`src/rtl/execute_multicycle_sequencer.sv`:
```
// Issue/stall/writeback sequencer for multi-cycle execute units.
// Runs one operation at a time. Handles kill on clear, result hold across stall_in, and an optional watchdog.
module execute_multicycle_sequencer #(
    parameter int XLEN      = 32,
    parameter int NUM_UNITS = 4,
    parameter int UW        = (NUM_UNITS > 1) ? $clog2(NUM_UNITS) : 1,
    parameter int TIMEOUT   = 0
) (
    input  logic                      clock,
    input  logic                      reset,
    input  logic                      issue_valid,
    input  logic [UW-1:0]             issue_unit,
    input  logic [4:0]                issue_waddr,
    input  logic                      clear,
    input  logic                      stall_in,
    output logic [NUM_UNITS-1:0]      unit_enable,
    output logic [NUM_UNITS-1:0]      unit_kill,
    input  logic [NUM_UNITS-1:0]      unit_ready,
    input  logic [NUM_UNITS*XLEN-1:0] unit_result,
    output logic                      stall,
    output logic                      wren,
    output logic [4:0]                waddr,
    output logic [XLEN-1:0]           wdata,
    output logic                      busy,
    output logic                      err
);

    localparam int CW = (TIMEOUT > 1) ? $clog2(TIMEOUT) : 1;
    localparam logic [CW-1:0] CNT_LAST = CW'((TIMEOUT > 0) ? TIMEOUT - 1 : 0);

    typedef enum logic [1:0] {
        S_IDLE = 2'd0,
        S_WAIT = 2'd1,
        S_HOLD = 2'd2
    } state_e;

    state_e            state_q, state_d;
    logic [UW-1:0]     idx_q, idx_d;
    logic [4:0]        waddr_q, waddr_d;
    logic [CW-1:0]     cnt_q, cnt_d;
    logic [XLEN-1:0]   buf_q, buf_d;

    logic                 sel_ready;
    logic [XLEN-1:0]      sel_result;
    logic [NUM_UNITS-1:0] idx_mask;
    logic                 issue_ok;
    logic                 timeout_hit;

    // Only the unit that owns the current operation is observed.
    always_comb begin
        sel_ready  = 1'b0;
        sel_result = '0;
        idx_mask   = '0;
        for (int i = 0; i < NUM_UNITS; i++) begin
            if (idx_q == UW'(i)) begin
                sel_ready   = unit_ready[i];
                sel_result  = unit_result[i*XLEN +: XLEN];
                idx_mask[i] = 1'b1;
            end
        end
    end

    assign issue_ok    = int'(issue_unit) < NUM_UNITS;
    assign timeout_hit = (TIMEOUT > 0) && (cnt_q == CNT_LAST);

    always_comb begin
        state_d     = state_q;
        idx_d       = idx_q;
        waddr_d     = waddr_q;
        cnt_d       = cnt_q;
        buf_d       = buf_q;
        unit_enable = '0;
        unit_kill   = '0;
        stall       = 1'b0;
        wren        = 1'b0;
        waddr       = '0;
        wdata       = '0;
        err         = 1'b0;
        busy        = (state_q != S_IDLE);

        case (state_q)
            S_IDLE: begin
                if (issue_valid && !clear && !stall_in) begin
                    if (issue_ok) begin
                        for (int i = 0; i < NUM_UNITS; i++) begin
                            unit_enable[i] = (issue_unit == UW'(i));
                        end
                        stall   = 1'b1;
                        idx_d   = issue_unit;
                        waddr_d = issue_waddr;
                        cnt_d   = '0;
                        state_d = S_WAIT;
                    end else begin
                        err = 1'b1;
                    end
                end
            end
            S_WAIT: begin
                if (clear) begin
                    unit_kill = idx_mask;
                    state_d   = S_IDLE;
                end else if (sel_ready) begin
                    if (!stall_in) begin
                        if (|waddr_q) begin
                            wren  = 1'b1;
                            waddr = waddr_q;
                            wdata = sel_result;
                        end
                        state_d = S_IDLE;
                    end else begin
                        buf_d   = sel_result;
                        state_d = S_HOLD;
                    end
                end else if (timeout_hit) begin
                    err       = 1'b1;
                    unit_kill = idx_mask;
                    state_d   = S_IDLE;
                end else begin
                    stall = 1'b1;
                    cnt_d = cnt_q + CW'(1);
                end
            end
            S_HOLD: begin
                // stall_in already holds the stage; this block adds no stall here.
                if (clear) begin
                    state_d = S_IDLE;
                end else if (!stall_in) begin
                    if (|waddr_q) begin
                        wren  = 1'b1;
                        waddr = waddr_q;
                        wdata = buf_q;
                    end
                    state_d = S_IDLE;
                end
            end
            default: state_d = S_IDLE;
        endcase
    end

    always_ff @(posedge clock) begin
        if (reset) begin
            state_q <= S_IDLE;
            idx_q   <= '0;
            waddr_q <= '0;
            cnt_q   <= '0;
            buf_q   <= '0;
        end else begin
            state_q <= state_d;
            idx_q   <= idx_d;
            waddr_q <= waddr_d;
            cnt_q   <= cnt_d;
            buf_q   <= buf_d;
        end
    end

endmodule

```
`config.mk`:
```
export PLATFORM = sky130hd
export DESIGN_NAME = execute_multicycle_sequencer
export DESIGN_NICKNAME = d
export VERILOG_FILES = /design/src/rtl/execute_multicycle_sequencer.sv
export SDC_FILE = /design/constraint.sdc
export NUM_CORES = 1
export LEC_CHECK = 0
export BUFFER_PORTS_ARGS = -buffer_cell sky130_fd_sc_hd__buf_2
export CAP_MARGIN = 30
export CORE_ASPECT_RATIO = 1.1
export CORE_UTILIZATION = 42
export CTS_CLUSTER_SIZE = 30
export DETAILED_ROUTE_END_ITERATION = 7
export PLACE_DENSITY = 0.86
export SYNTH_ARGS = -nofsm -noshare
export SYNTH_HDL_FRONTEND = slang
export SYNTH_SLANG_ARGS = --single-unit
export TNS_END_PERCENT = 50
```
`constraint.sdc`:
```
create_clock -name clock -period 2.22 [get_ports clock]
set_clock_uncertainty 0.1 [all_clocks]
set_input_delay 0.222 -clock clock [delete_from_list [all_inputs] [get_ports clock]]
set_output_delay 0.222 -clock clock [all_outputs]
set_load 0.05 [all_outputs]
```
==> results of run 1 <==
==> state kept, by name, summed over array words and instances (netlist names) <==
register,cells
buf_q,32
idx_q,2
state_q,2
waddr_q,5
==> metrics by stage <==
step                utilization [%]  setup TNS (ns)
floorplan                         -          -0.284
finish                         68.7           -3.81
detailed placement             61.0        -0.00206
global route                   68.7           -6.90
global placement               61.0               0
CTS                            66.6           -4.53
==> layout make-up <==
class | instances | area [um^2]
inverter | 5 | 18.8
clock inverter | 1 | 30.0
tap | 80 | 100
clock buffer | 7 | 86.3
timing repair buffer | 208 | 1390
multi-input combinational | 226 | 1880
sequential | 41 | 827
fill | 495 | 1970
==> synth_stat cells (5+ instances only) <==
cell type,n,area [um^2]
buf_2,10,50.1
buf_6,5,56.3
dfxtp_1,41,821
mux4_2,33,743
nor2_1,6,22.5
inv_1,5,18.8
and2_1,5,31.3
nand2_1,80,300
a22o_1,32,280
clkbuf_1,7,26.3
a21oi_1,40,200
==> path summary, 6_finish.rpt <==
kind	startpoint	end	slack (ns)	cells after the start
max reg2reg	idx_q[0]$_SDFFE_PP0P_	buf_q[31]$_SDFFE_PP0P_	0.32	5
min	issue_waddr[4]	waddr_q[4]$_SDFFE_PP0P_	0.07	3
min reg2reg	buf_q[24]$_SDFFE_PP0P_	buf_q[24]$_SDFFE_PP0P_	0.36	2
max	waddr_q[4]$_SDFFE_PP0P_	wdata[0]	-0.14	6
==> logic make-up after synthesis <==
family / count (synthesis) / share of synthesized area, %
flops: 41 / 29.3
compound gates: 77 / 18.4
other cells: 1 / 0.134
fa+ha+maj: 3 / 1.34
mux: 34 / 26.9
buf+inv: 33 / 6.74
simple gates: 111 / 17.2
==> routing by layer <==
layer	vias up	track usage (%)
met4	0	11.7
li1	1472	-
met2	170	50.2
met3	24	5.00
met1	1485	25.3
met5	-	0
==> critical path: cells and delay by family, from the launching register on <==
kind	cells	cell delay (ns)
AOI/OAI and AO/OA	2	0.46
and+or+nand+nor	2	0.63
DFF	1	0.33
buffers and inverters	2	0.34
==> power by group <==
group / total (W) / internal, W / switching (W)
sequential: 0.000765 / 0.000753 / 0.0000123
clock: 0.000620 / 0.000367 / 0.000253
combinational: 0.000437 / 0.000228 / 0.000210
total: 0.00182 / 0.00135 / 0.000475
==> timing repair <==
action | CTS | global route
cloned | 1 | 3
setup endpoints to repair | 42 | 42
resized for setup | 69 | 16
buffers inserted | 0 | 3
pin swaps | 2 | 14
==> impl_metrics.yaml, run 1 <==
outcome:
  status: "finished with violations"
  failed_checks: "setup timing"
placed_design:
  numPortBuffers: 191
  placedCellCount: 553
  dp_hpwl_um: 6910
  place_ws_ns: -0.00162
  post_dp_cell_area_mm2: 0.00384
  routabilityCongestion: 0.760
routing:
  routed_wl_um: 9790
  top_layer: "met4"
  drtPass1Iterations: 4
  dr_wl_met3_um: 740
  met1Wirelength_um: 3360
  route.vias.total: 3151
  wl_met2_um: 5410
  first_iter_violations: 108
  wl_per_cell_um: 17.2
  drc: 0
  routed_via_density: 5.55
  postRouteAntennaNets: 0
clock_network:
  cts_made_buffers: 5
  cts_tree: "done"
  clock-sinks: 41
  clk_path_buf_depth: 2
  root_buffer: "clkbuf_8"
  clk_latency_ns: 0.28
  htree_levels: 2
  clk_pin_slew_ns: 0.08
  cts_hold_buf: 0
min_path:
  hold_path_class: "input pin to register"
sta:
  rsz0062_at_grt: "true"
  hold_violations: 0
  drv_slew: 0
  min_period_ns: 2.36
  setup_viol: 33
  period_share_pct: 106
  clock.fmax_mhz: 424
  worst_slack_ns: -0.140
  whs_ns: 0.0717
setup_path:
  worstSetupPathType: "register to output pin"
  crit_path_max_fanout: 8
  slowest_stage: "or4_4"
  crit_arrival_ns: 2.04
  crit_path_cell_trace: "or4_4 -> o21ai_4 -> nor2_4 -> clkbuf_16 -> a22o_1 -> buf_6"
  cp-start-kind: "register"
  cp_data_required_time_ns: 1.90
  cp-end-kind: "output pin"
  slowest_delay_ns: 0.54
die:
  initial_core_util_pct: 44.4
  rows: 30
  die_w_um: 79.9
  fp.dieH_um: 87.7
  ios: 193
  fp.dieArea_mm2: 0.00700
  core_area_mm2: 0.00631
final_layout:
  stdcell_area_mm2: 0.00433
  area_delta_synth_final_pct: 54.6
  drive_gt1_share_pct: 55.1
  finalNetCount: 634
  finalNonFillerCells: 568
  layout_common_cells: "157 x buf_2, 80 x nand2_1, 39 x a21oi_1"
  layout_commonest_cell: "buf_2"
  diodes: 0
logic_synthesis:
  synth_nets: 447
  ys_async_sr_fraction_pct: 0
  ys_ff_latch: 41
  yosysWarnings: 0
  synth-seq-area-share_pct: 29.3
  yosysUniqueCellTypes: 31
  netlist_instances: 300
  netlist_area_mm2: 0.00280
  synth_area_per_cell_um2: 9.34
  synth-edff-count: 0
  synth_flop_cell: "dfxtp_1"
power:
  p_total_w: 0.00182
  ir_drop_uv: 299
  cellLeakagePower_nw: 1.84
  power_density_mw_per_mm2: 421
global_route:
  grtUsageTotal_pct: 25.4
  first_global_vias: 3087
  grt_first_pass_wirelength_um: 13700
  gr-total-overflow: 0
  antenna_found_initial: 0
  grt_max_degree: 37
job:
  maxCapViolCount: 0
Note: power is estimated with default switching activity, not from simulation.
==> inputs of run 2 (changes only) <==
- CELL_PAD_IN_SITES_DETAIL_PLACEMENT: default -> 1
- CELL_PAD_IN_SITES_GLOBAL_PLACEMENT: default -> 1
- CORE_UTILIZATION: 42 -> 29
==> run 2 against run 1 <==
Net effect:
- power decreased by 5.7%
- die area increased by 44%
- setup slack got worse by 0.071 ns
- sequential cell count did not move
- cell count grew 10%
- routed wire length rose by 17%
- the flow still finishes with violations (setup timing)
- register-to-register slack lost 0.22 ns
- critical path depth rose by 3
- count of clock-buffer cells in the layout down 2
- non-clock buffer count up 18
- sequential share of layout area fell by 0.79 points
- final area grew 4.5%
==> impl_metrics.yaml, run 2 (same netlist as run 1, synthesis figures left out) <==
setup_path:
  rrSetupSlack_ns: 0.10
  cp_data_required_time_ns: 1.90
  cp-start-kind: "register"
  crit_path_cell_trace: "inv_2 -> ha_4 -> nor3b_4 -> o21ai_4 -> buf_6 -> nor2_4 -> buf_12 -> a22o_1 -> buf_6"
  cp-end-kind: "output pin"
  slowest_delay_ns: 0.35
  slowest_stage: "dfxtp_2"
  critPathBufInv: 4
  crit_arrival_ns: 2.11
  crit_path_max_fanout: 18
  cpMostUsedCell: "buf_6"
  crit_family: "buffers and inverters"
  worstSetupPathType: "register to output pin"
placed_design:
  dp_hpwl_um: 8080
  numPortBuffers: 191
  post_dp_cell_area_mm2: 0.00395
  routabilityCongestion: 0.756
die:
  die_w_um: 95.7
  core_area_mm2: 0.00935
  rows: 37
  ios: 193
  fp.dieH_um: 105
  fp.dieArea_mm2: 0.0101
  initial_core_util_pct: 30.0
final_layout:
  reg_top3: "buf_q x32, waddr_q x5"
  stdcell_area_mm2: 0.00453
  largest_reg_flops: 32
  area_delta_synth_final_pct: 61.5
  layout_common_cells: "154 x buf_2, 80 x nand2_1, 39 x a21oi_1"
  fill_cells: 1114
  layout_commonest_cell: "buf_2"
  regMostFlops: "buf_q"
  finalNetCount: 653
  drive_gt1_share_pct: 57.4
global_route:
  grt_max_degree: 37
  gr-total-overflow: 0
  grt-busiest-layer: "met2"
  use_met2_pct: 44.1
  antenna_found_initial: 3
  use_met1_pct: 22.2
  first_global_vias: 3567
  grt_first_pass_wirelength_um: 17000
  grtUsageTotal_pct: 22.4
  use_met3_pct: 5.39
routing:
  routed_wl_um: 11500
  routed_via_density: 5.20
  wl_per_cell_um: 18.3
  postRouteAntennaNets: 0
  route.vias.total: 3253
  drtPass1Iterations: 4
  first_iter_violations: 48
  drc: 0
sta:
  worst_slack_ns: -0.211
  fin_setup_tns_ns: -6.61
  drv_slew: 0
  rsz0062_at_grt: "true"
  maxSlewHeadroom_pct: 56.8
  setup_viol: 37
  tightest_slew_ns: 0.647
  clock.fmax_mhz: 411
  hold_violations: 0
  period_share_pct: 109
  min_period_ns: 2.43
outcome:
  failed_checks: "setup timing"
  status: "finished with violations"
clock_network:
  clock-sinks: 41
  cts_tree: "done"
  root_buffer: "clkbuf_8"
  htree_levels: 2
  clk_pin_slew_ns: 0.09
  clk_path_buf_depth: 2
  clk_latency_ns: 0.29
  cts_made_buffers: 5
power:
  p_total_w: 0.00172
  cellLeakagePower_nw: 1.92
  power_density_mw_per_mm2: 380
  ir_drop_uv: 224
job:
  maxCapViolCount: 0
min_path:
  hold_path_class: "input pin to register"
## run 2: area by class of cell
class                           instances  area, um^2  share of cell area (%)
Multi-Input combinational cell        227        1900                    42.1
Timing Repair Buffer                  226        1540                    34.0
Sequential cell                        41         828                    18.3
Tap cell                              117         146                    3.23
Clock buffer                            5        68.8                    1.52
Inverter                                5        18.8                   0.415
Clock inverter                          3        17.5                   0.387
Antenna cell                            2        5.00                   0.111
## run 2: final timing paths
path	startpoint	end	cells after the start
setup / recovery	state_q[1]$_SDFFE_PP0P_	wdata[10]	9
hold / removal	issue_waddr[3]	waddr_q[3]$_SDFFE_PP0P_	3
setup reg to reg	state_q[1]$_SDFFE_PP0P_	state_q[0]$_SDFFE_PP0P_	7
hold reg to reg	buf_q[5]$_SDFFE_PP0P_	buf_q[5]$_SDFFE_PP0P_	2
## run 2: what timing repair did
action | CTS | global route
gates cloned | 3 | 1
pin swaps | 15 | 18
resized for setup | 91 | 11
setup buffers | 12 | 2
setup endpoints to repair | 43 | 42
hold buffers | 0 | 0
## run 2: routing by layer
layer  vias to the layer above  part of all wire, %
met5                         -                 0.14
met1                      1575                   36
met3                        22                  6.1
met4                         2                  2.1
li1                       1514                    -
met2                       140                   56
## run 2: where the power goes
part / switching [W] / internal (W)
clock: 0.000269 / 0.000217
combinational: 0.000226 / 0.000243
sequential: 0.0000113 / 0.000753
total: 0.000506 / 0.00121
## run 2: worst register-to-register path: stages (launching register included)
cell and delay (ns):
dfxtp_2 0.33, buf_4 0.12, buf_4 0.13, ha_1 0.20, inv_1 0.22, o21ai_0 0.18
a221oi_1 0.45, mux2i_1 0.29
## run 2: through the flow
| stage | utilization [%] | setup slack (ns) | instances | hold slack (ns) |
|---|---|---|---|---|
| after floorplan | - | -0.0943 | 300 | 0.258 |
| after global placement | 42.3 | -0.276 | 601 | 0.342 |
| after detailed placement | 42.3 | -0.423 | 601 | 0.350 |
| after CTS | 48.3 | -0.312 | 624 | 0.0479 |
| after global routing | 48.3 | -0.289 | 624 | 0.0579 |
| final | 48.4 | -0.211 | 626 | 0.0560 |
==> inputs of run 3 (changes only) <==
- clock period: 2.22 -> 2.3 ns (I/O delays scaled with it)
==> run 3 against run 2 <==
Net effect:
- the run still ends with setup timing left
- register-to-register slack improved by 0.20 ns
- non-clock buffer count fell by 6
- final area fell by 2.1%
- hold slack improved by 0.022 ns
- count of clock-buffer cells in the layout rose by 2
- die area did not move
==> impl_metrics.yaml, run 3 (same netlist as run 1, synthesis figures left out) <==
sta:
  period_share_pct: 105
  rsz0062_at_grt: "true"
  drv_slew: 0
  whs_ns: 0.0781
  worst_slack_ns: -0.121
  clock.fmax_mhz: 413
  hold_violations: 0
  min_period_ns: 2.42
  setup_viol: 37
setup_path:
  cp_data_required_time_ns: 1.97
  crit_path_cell_trace: "inv_2 -> ha_4 -> nor3b_4 -> o21ai_4 -> buf_6 -> nor2_4 -> buf_8 -> a22o_1 -> buf_6"
  slowest_delay_ns: 0.35
  slowest_stage: "dfxtp_2"
  cpMostUsedCell: "buf_6"
  crit_path_max_fanout: 9
  r2r_start: "state_q[0]$_SDFFE_PP0P_"
  cp_num_cells: 9
  rr_endpoint: "state_q[0]$_SDFFE_PP0P_"
  cp-end-kind: "output pin"
  worstSetupPathType: "register to output pin"
  crit_arrival_ns: 2.09
  rrSetupSlack_ns: 0.30
  crit_end: "wdata[26]"
  crit_family: "buffers and inverters"
  cp-start-kind: "register"
  critPathBufInv: 4
  r2r_cells: 7
  startpoint: "state_q[1]$_SDFFE_PP0P_"
die:
  die_w_um: 95.7
  core_area_mm2: 0.00935
  rows: 37
  ios: 193
  initial_core_util_pct: 30.0
  fp.dieArea_mm2: 0.0101
  fp.dieH_um: 105
job:
  maxCapViolCount: 0
final_layout:
  regMostFlops: "buf_q"
  layout_commonest_cell: "buf_2"
  largest_reg_flops: 32
  diodes: 0
  layout_common_cells: "158 x buf_2, 80 x nand2_1, 40 x a21oi_1"
  reg_top3: "buf_q x32, waddr_q x5"
  drive_gt1_share_pct: 56.2
  finalNonFillerCells: 617
  area_delta_synth_final_pct: 58.2
  finalNetCount: 647
global_route:
  antenna_found_initial: 2
  grt_max_degree: 24
  grt_first_pass_wirelength_um: 16600
  gr-total-overflow: 0
  first_global_vias: 3460
  grtUsageTotal_pct: 21.7
placed_design:
  dp_hpwl_um: 8040
  placedCellCount: 599
  routabilityCongestion: 0.747
  numPortBuffers: 191
routing:
  routed_via_density: 5.20
  first_iter_violations: 69
  routed_wl_um: 11100
  route.vias.total: 3211
  drtPass1Iterations: 4
  wl_per_cell_um: 17.9
  drc: 0
  postRouteAntennaNets: 0
power:
  p_switching_w: 0.000459
  power_density_mw_per_mm2: 371
  pwr-share-comb_pct: 26.1
  ir_drop_uv: 224
  p_int_w: 0.00119
  p_sw_share_pct: 27.9
  cellLeakagePower_nw: 1.88
  p_clk_share_pct: 29.1
  pwr-share-seq_pct: 44.8
clock_network:
  htree_levels: 2
  cts_tree: "done"
  clock-sinks: 41
  root_buffer: "clkbuf_8"
  cts_hold_buf: 0
  clk_pin_slew_ns: 0.08
  cts_made_buffers: 5
  clk_latency_ns: 0.28
  clk_path_buf_depth: 2
outcome:
  failed_checks: "setup timing"
  status: "finished with violations"
min_path:
  hold_path_depth: 3
  hold_path_class: "input pin to register"
## run 3: area by class of cell
type                    count  area (um^2)
inverters                   5         18.8
repair buffers            220         1460
flip-flops and latches     41          826
clock buffers               7         86.3
multi-input cells         227         1900
fillers                  1125         4920
well taps                 117          146
## run 3: repair_timing
item	CTS	global route
setup buffers	11	1
pin swaps	8	18
gates cloned	3	1
endpoints found under the setup margin	35	41
gates resized for setup	80	11
## run 3: tightest hold or removal path: cells and delay by family
kind | cells | cell delay [ns]
buffers and inverters | 1 | 0.10
and+or+nand+nor | 1 | 0.05
AOI/OAI and AO/OA | 1 | 0.05
## run 3: worst min-delay path by stage
stage,startpoint,to
3_5_place_dp,buf_q[7]$_SDFFE_PP0P_,buf_q[7]$_SDFFE_PP0P_
5_1_grt,issue_waddr[0],waddr_q[0]$_SDFFE_PP0P_
3_3_place_gp,buf_q[0]$_SDFFE_PP0P_,buf_q[0]$_SDFFE_PP0P_
4_1_cts,issue_waddr[2],waddr_q[2]$_SDFFE_PP0P_
2_1_floorplan,issue_waddr[3],waddr_q[3]$_SDFFE_PP0P_
6_report,issue_waddr[3],waddr_q[3]$_SDFFE_PP0P_
## run 3: metrics by stage
step | setup WS [ns] | cell area [um^2] | power (W) | utilization, % | setup TNS [ns]
CTS | -0.191 | 4460 | 0.00166 | 47.7 | -5.67
detailed placement | -0.284 | 3950 | 0.00116 | 42.3 | -8.24
finish | -0.121 | 4430 | 0.00165 | 47.4 | -3.46
global placement | -0.198 | 3950 | 0.00114 | 42.3 | -5.26
global route | -0.211 | 4430 | 0.00174 | 47.4 | -6.64
floorplan | -0.0223 | 2830 | 0.000975 | - | -0.0372
## run 3: metal layers
layer	share of wire, %	routed length [um]	vias up	track usage [%]
li1	-	-	1498	-
met1	37	4060	1554	22.1
met2	55	6140	139	42.9
met3	6.1	679	16	4.80
met4	1.5	167	4	5.22
met5	0.27	30	-	0
## run 3: power by group through the flow
stage                     Combinational, W  Sequential (W)  Clock [W]
after floorplan                   0.000226        0.000749          0
after global placement            0.000393        0.000751          0
after detailed placement          0.000413        0.000752          0
after CTS                         0.000427        0.000736   0.000500
after global routing              0.000467        0.000740   0.000532
final                             0.000430        0.000737   0.000478
